### config.mk
export PLATFORM = sky130hd
export DESIGN_NAME = usb_ep_register_bank_flat
export DESIGN_NICKNAME = d
export VERILOG_FILES = /design/src/rtl/usb_ep_register_bank_if.sv /design/src/rtl/usb_ep_register_bank.sv /design/src/flat_wrapper.sv
export SDC_FILE = /design/constraint.sdc
export NUM_CORES = 1
export LEC_CHECK = 0
export ABC_CLOCK_PERIOD_IN_PS = 2100
export CAP_MARGIN = 20
export CORE_ASPECT_RATIO = 0.9
export CORE_MARGIN = 4
export CORE_UTILIZATION = 46
export DETAILED_ROUTE_END_ITERATION = 12
export PLACE_DENSITY = 0.78
export SYNTH_ARGS = -nofsm -noshare
export SYNTH_HDL_FRONTEND = slang
export SYNTH_SLANG_ARGS = --single-unit
### constraint.sdc
create_clock -name clk -period 2.1 [get_ports clk]
set_clock_uncertainty 0.15 [all_clocks]
set_input_delay 0.315 -clock clk [delete_from_list [all_inputs] [get_ports clk]]
set_output_delay 0.315 -clock clk [all_outputs]
set_load 0.01 [all_outputs]
### src/rtl/usb_ep_register_bank_if.sv
// Register-bank bus port: data-phase strobes from the AHB decoder, read data and stall back.
interface usb_ep_register_bank_if #(
  parameter int EPW = 1
);
  logic [EPW-1:0] ep_sel;
  logic [2:0]     reg_sel;
  logic           wr_en;
  logic           rd_en;
  logic [2:0]     nbytes;
  logic [31:0]    wdata;
  logic [31:0]    rdata;
  logic           hold;

  modport master (
    output ep_sel, reg_sel, wr_en, rd_en, nbytes, wdata,
    input  rdata, hold
  );

  modport slave (
    input  ep_sel, reg_sel, wr_en, rd_en, nbytes, wdata,
    output rdata, hold
  );
endinterface

### src/rtl/usb_ep_register_bank.sv
// Per-endpoint USB status/error/TX-control/flush registers with a byte-serialising
// DATA window into the shared endpoint FIFO interface.
module usb_ep_register_bank #(
  parameter int NUM_EP    = 2,
  parameter int BUF_DEPTH = 64,
  parameter int OCC_W     = 7,
  parameter int EPW       = $clog2(NUM_EP)
) (
  input  logic                    clk,
  input  logic                    n_rst,
  usb_ep_register_bank_if.slave   bus,
  input  logic [3*NUM_EP-1:0]     rx_packet,
  input  logic [NUM_EP-1:0]       rx_data_ready,
  input  logic [NUM_EP-1:0]       rx_transfer_active,
  input  logic [NUM_EP-1:0]       rx_error,
  input  logic [NUM_EP-1:0]       tx_transfer_active,
  input  logic [NUM_EP-1:0]       tx_error,
  input  logic [OCC_W*NUM_EP-1:0] buffer_occupancy,
  input  logic [7:0]              rx_data,
  output logic [NUM_EP-1:0]       get_rx_data,
  output logic [NUM_EP-1:0]       store_tx_data,
  output logic [NUM_EP-1:0]       clear,
  output logic [NUM_EP-1:0]       tx_start,
  output logic [NUM_EP-1:0]       irq,
  output logic [7:0]              tx_data,
  output logic [2*NUM_EP-1:0]     tx_packet,
  output logic                    d_mode
);

  localparam logic [2:0] REG_DATA    = 3'd0;
  localparam logic [2:0] REG_STATUS  = 3'd1;
  localparam logic [2:0] REG_ERROR   = 3'd2;
  localparam logic [2:0] REG_OCCUP   = 3'd3;
  localparam logic [2:0] REG_TX_CTRL = 3'd4;
  localparam logic [2:0] REG_FLUSH   = 3'd5;
  localparam logic [2:0] REG_IRQ_EN  = 3'd6;

  localparam logic [2:0] PID_OUT   = 3'd0;
  localparam logic [2:0] PID_IN    = 3'd1;
  localparam logic [2:0] PID_DATA0 = 3'd2;
  localparam logic [2:0] PID_DATA1 = 3'd3;
  localparam logic [2:0] PID_ACK   = 3'd4;
  localparam logic [2:0] PID_NAK   = 3'd5;

  localparam logic [2:0] TXC_NONE  = 3'd0;
  localparam logic [2:0] TXC_DATA  = 3'd1;
  localparam logic [2:0] TXC_ACK   = 3'd2;
  localparam logic [2:0] TXC_NAK   = 3'd3;
  localparam logic [2:0] TXC_STALL = 3'd4;

  localparam logic [OCC_W:0] DEPTH_L = (OCC_W+1)'(BUF_DEPTH);

  typedef enum logic [1:0] {
    S_IDLE = 2'd0,
    S_XFER = 2'd1,
    S_DONE = 2'd2
  } state_t;

  function automatic logic txc_valid(input logic [7:0] v);
    case (v)
      8'd1, 8'd2, 8'd3, 8'd4: txc_valid = 1'b1;
      default:                txc_valid = 1'b0;
    endcase
  endfunction

  function automatic logic [1:0] txc_map(input logic [2:0] c);
    case (c)
      TXC_DATA:  txc_map = 2'd2;
      TXC_ACK:   txc_map = 2'd0;
      TXC_NAK:   txc_map = 2'd1;
      TXC_STALL: txc_map = 2'd3;
      default:   txc_map = 2'd0;
    endcase
  endfunction

  state_t           state_r, state_s;
  logic [EPW-1:0]   ep_r;
  logic             dir_rd_r;
  logic [2:0]       n_r, avail_r, idx_r;
  logic [31:0]      data_r;

  logic [4:0]       status_r [NUM_EP];
  logic [4:0]       status_s [NUM_EP];
  logic [3:0]       err_r    [NUM_EP];
  logic [3:0]       err_s    [NUM_EP];
  logic [4:0]       irq_en_r [NUM_EP];
  logic [4:0]       irq_en_s [NUM_EP];
  logic [2:0]       tx_ctrl_r [NUM_EP];
  logic [2:0]       tx_ctrl_s [NUM_EP];
  logic [1:0]       tx_packet_r [NUM_EP];
  logic [1:0]       tx_packet_s [NUM_EP];
  logic [NUM_EP-1:0] tx_start_r, tx_start_s, clear_r, clear_s;
  logic [NUM_EP-1:0] rx_act_q_r, tx_act_q_r;

  logic [OCC_W-1:0] occ_s [NUM_EP];
  logic [2:0]       pid_s [NUM_EP];
  logic [NUM_EP-1:0] sel_e_s, st_clr_s, err_clr_s, txc_wr_s, irqen_wr_s, start_ok_s;
  logic [OCC_W-1:0] sel_occ_s;
  logic [OCC_W:0]   occ_ext_s, n_ext_s, space_s;
  logic             hold_s, acc_wr_s, acc_rd_s, start_s, underrun_s, overflow_s, byte_act_s;
  logic [2:0]       n_s, avail_s;
  logic [4:0]       sel_status_s, sel_irqen_s;
  logic [3:0]       sel_err_s;
  logic [2:0]       sel_txc_s;
  logic             sel_flush_s, sel_rxa_s, sel_txa_s;
  logic [31:0]      word_s, rdata_s;

  // Bus strobe qualification and access-size decode
  always_comb begin
    hold_s   = (state_r != S_IDLE);
    acc_wr_s = bus.wr_en & ~hold_s;
    acc_rd_s = bus.rd_en & ~hold_s;
    start_s  = (acc_wr_s | acc_rd_s) & (bus.reg_sel == REG_DATA);
    case (bus.nbytes)
      3'd1:    n_s = 3'd1;
      3'd2:    n_s = 3'd2;
      default: n_s = 3'd4;
    endcase
  end

  // Per-endpoint input slicing and selected-endpoint occupancy
  always_comb begin
    sel_occ_s = '0;
    for (int e = 0; e < NUM_EP; e++) begin
      occ_s[e]   = buffer_occupancy[OCC_W*e +: OCC_W];
      pid_s[e]   = rx_packet[3*e +: 3];
      sel_e_s[e] = (bus.ep_sel == EPW'(e));
      sel_occ_s  = sel_occ_s | (occ_s[e] & {OCC_W{sel_e_s[e]}});
    end
  end

  // Bytes actually moved: short reads stop at occupancy, long writes stop at free space
  always_comb begin
    occ_ext_s  = {1'b0, sel_occ_s};
    n_ext_s    = (OCC_W+1)'(n_s);
    underrun_s = (occ_ext_s < n_ext_s);
    overflow_s = ((occ_ext_s + n_ext_s) > DEPTH_L);
    if (occ_ext_s >= DEPTH_L) begin
      space_s = '0;
    end else begin
      space_s = DEPTH_L - occ_ext_s;
    end
    if (acc_rd_s) begin
      if (underrun_s) avail_s = 3'(sel_occ_s);
      else            avail_s = n_s;
    end else begin
      if (overflow_s) avail_s = 3'(space_s);
      else            avail_s = n_s;
    end
  end

  // DATA window state register
  always_ff @(posedge clk or negedge n_rst) begin
    if (!n_rst) state_r <= S_IDLE;
    else        state_r <= state_s;
  end

  // DATA window next-state logic
  always_comb begin
    state_s = state_r;
    case (state_r)
      S_IDLE: begin
        if (start_s) state_s = S_XFER;
        else         state_s = S_IDLE;
      end
      S_XFER: begin
        if (idx_r == (n_r - 3'd1)) state_s = S_DONE;
        else                       state_s = S_XFER;
      end
      S_DONE:  state_s = S_IDLE;
      default: state_s = S_IDLE;
    endcase
  end

  // DATA window access latch, byte index and read-byte assembly
  always_ff @(posedge clk or negedge n_rst) begin
    if (!n_rst) begin
      ep_r     <= '0;
      dir_rd_r <= 1'b0;
      n_r      <= 3'd0;
      avail_r  <= 3'd0;
      idx_r    <= 3'd0;
      data_r   <= 32'h0;
    end else begin
      case (state_r)
        S_IDLE: begin
          if (start_s) begin
            ep_r     <= bus.ep_sel;
            dir_rd_r <= acc_rd_s;
            n_r      <= n_s;
            avail_r  <= avail_s;
            idx_r    <= 3'd0;
            data_r   <= acc_rd_s ? 32'h0 : bus.wdata;
          end
        end
        S_XFER: begin
          idx_r <= idx_r + 3'd1;
          if (dir_rd_r && (idx_r < avail_r)) data_r[{idx_r[1:0], 3'b000} +: 8] <= rx_data;
        end
        default: idx_r <= 3'd0;
      endcase
    end
  end

  // FIFO strobes for the latched endpoint while a byte is in range
  always_comb begin
    byte_act_s = (state_r == S_XFER) & (idx_r < avail_r);
    for (int e = 0; e < NUM_EP; e++) begin
      get_rx_data[e]   = byte_act_s &  dir_rd_r & (ep_r == EPW'(e));
      store_tx_data[e] = byte_act_s & ~dir_rd_r & (ep_r == EPW'(e));
    end
    if (byte_act_s & ~dir_rd_r) tx_data = data_r[{idx_r[1:0], 3'b000} +: 8];
    else                        tx_data = 8'h00;
  end

  // Per-endpoint register next state; where set and clear collide, set wins
  always_comb begin
    for (int e = 0; e < NUM_EP; e++) begin
      st_clr_s[e]   = acc_rd_s & (bus.reg_sel == REG_STATUS)  & sel_e_s[e];
      err_clr_s[e]  = acc_rd_s & (bus.reg_sel == REG_ERROR)   & sel_e_s[e];
      txc_wr_s[e]   = acc_wr_s & (bus.reg_sel == REG_TX_CTRL) & sel_e_s[e];
      irqen_wr_s[e] = acc_wr_s & (bus.reg_sel == REG_IRQ_EN)  & sel_e_s[e];

      status_s[e][0] = (rx_data_ready[e] & ((pid_s[e] == PID_DATA0) | (pid_s[e] == PID_DATA1)))
                     | (status_r[e][0] & (occ_s[e] != '0));
      status_s[e][1] = (rx_data_ready[e] & (pid_s[e] == PID_IN))  | (status_r[e][1] & ~st_clr_s[e]);
      status_s[e][2] = (rx_data_ready[e] & (pid_s[e] == PID_OUT)) | (status_r[e][2] & ~st_clr_s[e]);
      status_s[e][3] = (rx_data_ready[e] & (pid_s[e] == PID_ACK)) | (status_r[e][3] & ~st_clr_s[e]);
      status_s[e][4] = (rx_data_ready[e] & (pid_s[e] == PID_NAK)) | (status_r[e][4] & ~st_clr_s[e]);

      err_s[e][0] = rx_error[e] | (err_r[e][0] & ~(rx_transfer_active[e] & ~rx_act_q_r[e]));
      err_s[e][1] = (start_s & acc_rd_s & sel_e_s[e] & underrun_s) | (err_r[e][1] & ~err_clr_s[e]);
      err_s[e][2] = tx_error[e] | (err_r[e][2] & ~(tx_transfer_active[e] & ~tx_act_q_r[e]));
      err_s[e][3] = (start_s & acc_wr_s & sel_e_s[e] & overflow_s) | (err_r[e][3] & ~err_clr_s[e]);

      if (irqen_wr_s[e]) irq_en_s[e] = bus.wdata[4:0];
      else               irq_en_s[e] = irq_en_r[e];

      clear_s[e] = acc_wr_s & (bus.reg_sel == REG_FLUSH) & sel_e_s[e] & (bus.wdata != 32'h0);

      // DATA requests wait for something in the FIFO before launching
      start_ok_s[e] = (tx_ctrl_r[e] != TXC_NONE) & ~tx_transfer_active[e]
                    & ((tx_ctrl_r[e] != TXC_DATA) | (occ_s[e] != '0));
      tx_start_s[e] = start_ok_s[e];
      if (start_ok_s[e]) tx_packet_s[e] = txc_map(tx_ctrl_r[e]);
      else               tx_packet_s[e] = tx_packet_r[e];

      if (txc_wr_s[e]) begin
        if (txc_valid(bus.wdata[7:0])) tx_ctrl_s[e] = bus.wdata[2:0];
        else                           tx_ctrl_s[e] = TXC_NONE;
      end else if (start_ok_s[e]) begin
        tx_ctrl_s[e] = TXC_NONE;
      end else begin
        tx_ctrl_s[e] = tx_ctrl_r[e];
      end
    end
  end

  // Per-endpoint register bank
  always_ff @(posedge clk or negedge n_rst) begin
    if (!n_rst) begin
      for (int e = 0; e < NUM_EP; e++) begin
        status_r[e]    <= 5'h0;
        err_r[e]       <= 4'h0;
        irq_en_r[e]    <= 5'h0;
        tx_ctrl_r[e]   <= TXC_NONE;
        tx_packet_r[e] <= 2'd0;
      end
      tx_start_r <= '0;
      clear_r    <= '0;
      rx_act_q_r <= '0;
      tx_act_q_r <= '0;
    end else begin
      for (int e = 0; e < NUM_EP; e++) begin
        status_r[e]    <= status_s[e];
        err_r[e]       <= err_s[e];
        irq_en_r[e]    <= irq_en_s[e];
        tx_ctrl_r[e]   <= tx_ctrl_s[e];
        tx_packet_r[e] <= tx_packet_s[e];
      end
      tx_start_r <= tx_start_s;
      clear_r    <= clear_s;
      rx_act_q_r <= rx_transfer_active;
      tx_act_q_r <= tx_transfer_active;
    end
  end

  // Register read mux for the addressed endpoint; DONE presents the assembled DATA word
  always_comb begin
    sel_status_s = 5'h0;
    sel_err_s    = 4'h0;
    sel_txc_s    = 3'h0;
    sel_irqen_s  = 5'h0;
    sel_flush_s  = 1'b0;
    sel_rxa_s    = 1'b0;
    sel_txa_s    = 1'b0;
    for (int e = 0; e < NUM_EP; e++) begin
      sel_status_s |= status_r[e]  & {5{sel_e_s[e]}};
      sel_err_s    |= err_r[e]     & {4{sel_e_s[e]}};
      sel_txc_s    |= tx_ctrl_r[e] & {3{sel_e_s[e]}};
      sel_irqen_s  |= irq_en_r[e]  & {5{sel_e_s[e]}};
      sel_flush_s  |= clear_r[e]            & sel_e_s[e];
      sel_rxa_s    |= rx_transfer_active[e] & sel_e_s[e];
      sel_txa_s    |= tx_transfer_active[e] & sel_e_s[e];
    end
    case (bus.reg_sel)
      REG_STATUS:  word_s = {16'h0, 6'h0, sel_txa_s, sel_rxa_s, 3'h0, sel_status_s};
      REG_ERROR:   word_s = {16'h0, 6'h0, sel_err_s[3], sel_err_s[2], 6'h0, sel_err_s[1], sel_err_s[0]};
      REG_OCCUP:   word_s = 32'(sel_occ_s);
      REG_TX_CTRL: word_s = 32'(sel_txc_s);
      REG_FLUSH:   word_s = 32'(sel_flush_s);
      REG_IRQ_EN:  word_s = 32'(sel_irqen_s);
      default:     word_s = 32'h0;
    endcase
    if (state_r == S_DONE) begin
      if (dir_rd_r) rdata_s = data_r;
      else          rdata_s = 32'h0;
    end else if (acc_rd_s) begin
      rdata_s = word_s;
    end else begin
      rdata_s = 32'h0;
    end
  end

  // Interrupt and TX packet output mapping
  always_comb begin
    for (int e = 0; e < NUM_EP; e++) begin
      irq[e]            = |(status_r[e] & irq_en_r[e]);
      tx_packet[2*e +: 2] = tx_packet_r[e];
    end
  end

  assign bus.hold  = hold_s;
  assign bus.rdata = rdata_s;
  assign clear     = clear_r;
  assign tx_start  = tx_start_r;
  assign d_mode    = |tx_transfer_active;

endmodule

### src/flat_wrapper.sv
// flat-port wrapper written by rule: the top's interface ports become plain ports
module usb_ep_register_bank_flat 
#(
  parameter int NUM_EP    = 2,
  parameter int BUF_DEPTH = 64,
  parameter int OCC_W     = 7,
  parameter int EPW       = $clog2(NUM_EP)
)
  (clk, n_rst, rx_packet, rx_data_ready, rx_transfer_active, rx_error, tx_transfer_active, tx_error, buffer_occupancy, rx_data, get_rx_data, store_tx_data, clear, tx_start, irq, tx_data, tx_packet, d_mode, bus_ep_sel, bus_reg_sel, bus_wr_en, bus_rd_en, bus_nbytes, bus_wdata, bus_rdata, bus_hold);
  usb_ep_register_bank_if #(.EPW(EPW)) bus_i ();
  input  logic clk;
  input  logic n_rst;
  input  logic [3*NUM_EP-1:0] rx_packet;
  input  logic [NUM_EP-1:0] rx_data_ready;
  input  logic [NUM_EP-1:0] rx_transfer_active;
  input  logic [NUM_EP-1:0] rx_error;
  input  logic [NUM_EP-1:0] tx_transfer_active;
  input  logic [NUM_EP-1:0] tx_error;
  input  logic [OCC_W*NUM_EP-1:0] buffer_occupancy;
  input  logic [7:0] rx_data;
  output logic [NUM_EP-1:0] get_rx_data;
  output logic [NUM_EP-1:0] store_tx_data;
  output logic [NUM_EP-1:0] clear;
  output logic [NUM_EP-1:0] tx_start;
  output logic [NUM_EP-1:0] irq;
  output logic [7:0] tx_data;
  output logic [2*NUM_EP-1:0] tx_packet;
  output logic d_mode;
  input wire logic [$bits(bus_i.ep_sel)-1:0] bus_ep_sel;
  input wire logic [$bits(bus_i.reg_sel)-1:0] bus_reg_sel;
  input wire logic [$bits(bus_i.wr_en)-1:0] bus_wr_en;
  input wire logic [$bits(bus_i.rd_en)-1:0] bus_rd_en;
  input wire logic [$bits(bus_i.nbytes)-1:0] bus_nbytes;
  input wire logic [$bits(bus_i.wdata)-1:0] bus_wdata;
  output wire logic [$bits(bus_i.rdata)-1:0] bus_rdata;
  output wire logic [$bits(bus_i.hold)-1:0] bus_hold;
  assign bus_i.ep_sel = bus_ep_sel;
  assign bus_i.reg_sel = bus_reg_sel;
  assign bus_i.wr_en = bus_wr_en;
  assign bus_i.rd_en = bus_rd_en;
  assign bus_i.nbytes = bus_nbytes;
  assign bus_i.wdata = bus_wdata;
  assign bus_rdata = bus_i.rdata;
  assign bus_hold = bus_i.hold;
  usb_ep_register_bank #(.NUM_EP(NUM_EP), .BUF_DEPTH(BUF_DEPTH), .OCC_W(OCC_W), .EPW(EPW)) u_core (.clk(clk), .n_rst(n_rst), .bus(bus_i), .rx_packet(rx_packet), .rx_data_ready(rx_data_ready), .rx_transfer_active(rx_transfer_active), .rx_error(rx_error), .tx_transfer_active(tx_transfer_active), .tx_error(tx_error), .buffer_occupancy(buffer_occupancy), .rx_data(rx_data), .get_rx_data(get_rx_data), .store_tx_data(store_tx_data), .clear(clear), .tx_start(tx_start), .irq(irq), .tx_data(tx_data), .tx_packet(tx_packet), .d_mode(d_mode));
endmodule
==> summary.txt <==
Status -> complete, but fails checks
Violated checks -> negative setup slack
Clock Latency Late Sink -> 0.36 ns
Sw frac -> 40.20%
Yosys warns -> 0
Syn_nets -> 699
Pwr/cell area -> 1086 nW/um^2
Area growth, synth to finish -> 63.44%
Cell count after synthesis -> 603
Crit path buffers/inverters -> 1
Hold Crit Depth -> 3
Period utilization -> 115.9%
WS Path Type -> in2reg
P_int -> 0.005984 W
CTS tree -> built
Final wirelength -> 22.79 mm
Placed Cells -> 973
# setup viols final -> 56
Clk pin slew, worst setup/hold paths -> 0.07 ns
Most common cell in the netlist -> dfrtp_1
Post-synthesis sequential area ratio -> 40.40%
Nets -> 955
Vias in the first global route -> 6311
CP peak stage delay -> 0.56 ns
Worst path required time -> 2.19 ns
DR vias/cell -> 6.188
Worst-path cell chain -> buf_8 > nand2b_4 > or2_4 > ha_4 > nor2b_1 > o21a_1 > or4_4 > a2bb2oi_4 > a21oi_2 > o32a_1
Fin crit period -> 2.433 ns
Pleak -> 4.018 nW
Metal-1 WL -> 8.608 mm
Setup tns final -> -9.214 ns
Number of top-level pins -> 137
Seq pwr share -> 30.1%
Root Buffer -> clkbuf_16
Drt pass-1 iters -> 7
Initial antenna violation count -> 1
Vias -> 6336
FILL cells -> 723
Total power draw -> 0.01001 W
Row count -> 38
Max Used Layer -> met4
R2R cell count -> 10
Synth Register Bits -> 91
Layout cells sized above 1 -> 41.37%
Post-synth EDFFs -> 0
Hpwl dp -> 14.69 mm
Slew Viols, Final -> 0
Worst VDD drop -> 0.7744 mV
H-tree lvl count -> 3
F_max -> 411.0 MHz
Synth area leaders -> dfrtp_1 (40%), a22oi_1 (4.7%), nor2_1 (4.6%)
Largest area contributor in the netlist -> dfrtp_1
Metal2 WL -> 11.19 mm
Yosys top cell area share -> 40.40%
Commonest cells post-synth -> dfrtp_1 (91), nor2_1 (69), a21oi_1 (44), nand2_1 (42), a22oi_1 (35)
1st-iter DRT viols -> 747
Die height -> 113.0 um
Unrepaired setup endpoints after global routing -> yes
Final worst slack -> -0.3332 ns
Startpoint types -> input port
Crit path max fanout -> 3
Clock Path Buffers -> 2
Total GRT Usage -> 29.08%
Avg Cell Area, Syn -> 9.348 um^2
Largest net degree at the start of global routing -> 92
Met3 routed WL -> 1.883 mm
Netlist Area Pre-Place -> 5637 um^2
CP delay by family, top -> simple AND/OR/NAND/NOR gates
CTS sink cnt -> 91
Min-Delay Startpoint -> bus_ep_sel
Type of the worst min-delay path -> in2reg
Synth cell types -> 64
Slowest CP cell -> or4_4
Arrival @ worst endpoint -> 2.53 ns
Clock share of power -> 15.8%
First-pass GRT wire length -> 32.70 mm
Clock buffer count from CTS -> 9
R2r setup slk -> -0.17 ns
Antenna-violating nets left -> 0
Total grt overflow -> 0
Comb pwr share -> 54.2%
Remaining DRCs -> 0
Finished Layout Cells -> 1024
Switch Pwr -> 0.004022 W
Initial Util -> 46.86%
Max-cap violations -> 0
Fin. Hold Viols -> 0
Placer congestion estimate -> 0.9205
Port bufs -> 136
Slew HR -> 67.27%
Core area -> 12030 um^2
Final design utilization -> 76.59%
Post-synth ARST share -> 100.0%
Nature of the critical path endpoint -> register
Reg-to-Reg Start -> u_core.avail_r[1]
Routed WL per cell -> 22.26 um
Worst Hold End -> u_core.err_r[7]
RR Endpoint -> u_core.data_r[13]
Ys flop type -> dfrtp_1
Die X -> 124.7 um
Die area -> 14090 um^2
Worst slew pin tran -> 0.4872 ns
cells by family (layout without fill, tap and decap cells):
group	after synthesis	in the layout	share of synthesized area (%)
simple gates	223	223	19.91
compound gates	167	167	20.64
flops	91	91	40.40
buf+inv	59	319	4.906
mux	43	43	9.900
fa+ha+maj	15	15	3.463
xor+xnor	5	5	0.7769
other cells	0	1	0
cell usage in the layout, fill, tap and decap left out, drive strengths merged, types with 3 or more instances in the layout:
cell type / synthesis / routed
a211oi: 6 / 6
a21o: 4 / 4
a21oi: 48 / 48
a22o: 7 / 7
a22oi: 35 / 35
a32o: 5 / 5
and2: 26 / 26
buf: 17 / 190
clkbuf: 16 / 15
clkdlybuf4s15: 0 / 3
clkdlybuf4s50: 0 / 74
dfrtp: 91 / 91
dlygate4sd2: 0 / 6
ha: 14 / 14
inv: 26 / 27
mux2: 12 / 12
mux2i: 22 / 22
mux4: 9 / 9
nand2: 42 / 42
nand2b: 10 / 10
nand3: 16 / 16
nand4: 5 / 5
nor2: 69 / 69
nor2b: 17 / 17
nor3: 10 / 10
nor4: 9 / 9
o21a: 3 / 3
o21ai: 27 / 27
o22ai: 12 / 12
or2: 3 / 3
or3: 3 / 3
xnor2: 4 / 4
tightest hold or removal path: stages:
cell	delay, ns
buf_12	0.10
buf_6	0.21
o32ai_2	0.13
layer usage:
layer | track usage [%] | up-vias
li1 | - | 2719
met1 | 36.40 | 3100
met2 | 50.50 | 403
met3 | 5.946 | 114
met4 | 10.01 | 0
met5 | 0 | -
worst max-delay path by stage:
stage,end,slack [ns],from,cells after the start
floorplan,u_core.avail_r[1],-0.69,bus_ep_sel,12
global placement,u_core.avail_r[1],-1.02,bus_nbytes[0],10
detailed placement,u_core.avail_r[1],-1.07,bus_nbytes[0],10
CTS,u_core.err_r[3],-0.29,bus_ep_sel,11
global route,u_core.avail_r[1],-0.34,bus_ep_sel,12
finish,u_core.avail_r[1],-0.33,bus_nbytes[0],10
power by group through the flow:
stage / logic (W) / registers, W / clock network (W)
global route: 0.00574 / 0.00306 / 0.00165
finish: 0.00542 / 0.00301 / 0.00158
detailed placement: 0.00439 / 0.00289 / 0
global placement: 0.00425 / 0.00286 / 0
floorplan: 0.00256 / 0.00273 / 0
CTS: 0.00471 / 0.00289 / 0.00156
stage by stage:
stage	hold slack [ns]	setup slack (ns)	instance area [um^2]
2_1_floorplan	-0.1306	-0.6919	5719
3_3_place_gp	0.2439	-1.023	8010
3_5_place_dp	0.2508	-1.069	8010
4_1_cts	0.2692	-0.2880	8895
5_1_grt	0.2963	-0.3443	9213
6_report	0.3016	-0.3332	9213
flip-flops by register name, summed over array words and instances, names as in the netlist:
name               flops
u_core.irq_en_r       10
u_core.tx_act_q_r      2
u_core.avail_r         3
u_core.n_r             3
u_core.data_r         32
u_core.err_r           8
u_core.rx_act_q_r      2
u_core.clear           2
u_core.state_r         2
u_core.status_r       10
u_core.ep_r            1
u_core.tx_start        2
u_core.tx_packet       4
u_core.tx_ctrl_r       6
u_core.dir_rd_r        1
u_core.idx_r           3
final cells by class:
class,count,area (um^2),share of cell area [%]
multi-input cells,453,3667,39.81
repair buffers,278,2686,29.16
clock inverters,3,22.52,0.2445
inverters,26,100.1,1.087
clock buffers,12,256.5,2.784
flip-flops and latches,91,2277,24.72
diodes,1,2.502,0.02716
well taps,160,200.2,2.173
what timing repair did:
item / CTS / global route
pin swaps: 36 / 20
buffers inserted: 24 / 14
cloned: 3 / 1
endpoints found under the setup margin: 86 / 83
resized for setup: 354 / 72
hold buffers: 1 / 0
endpoints found under the hold margin: 91 / 0
Power figures use the tool's default switching activity.
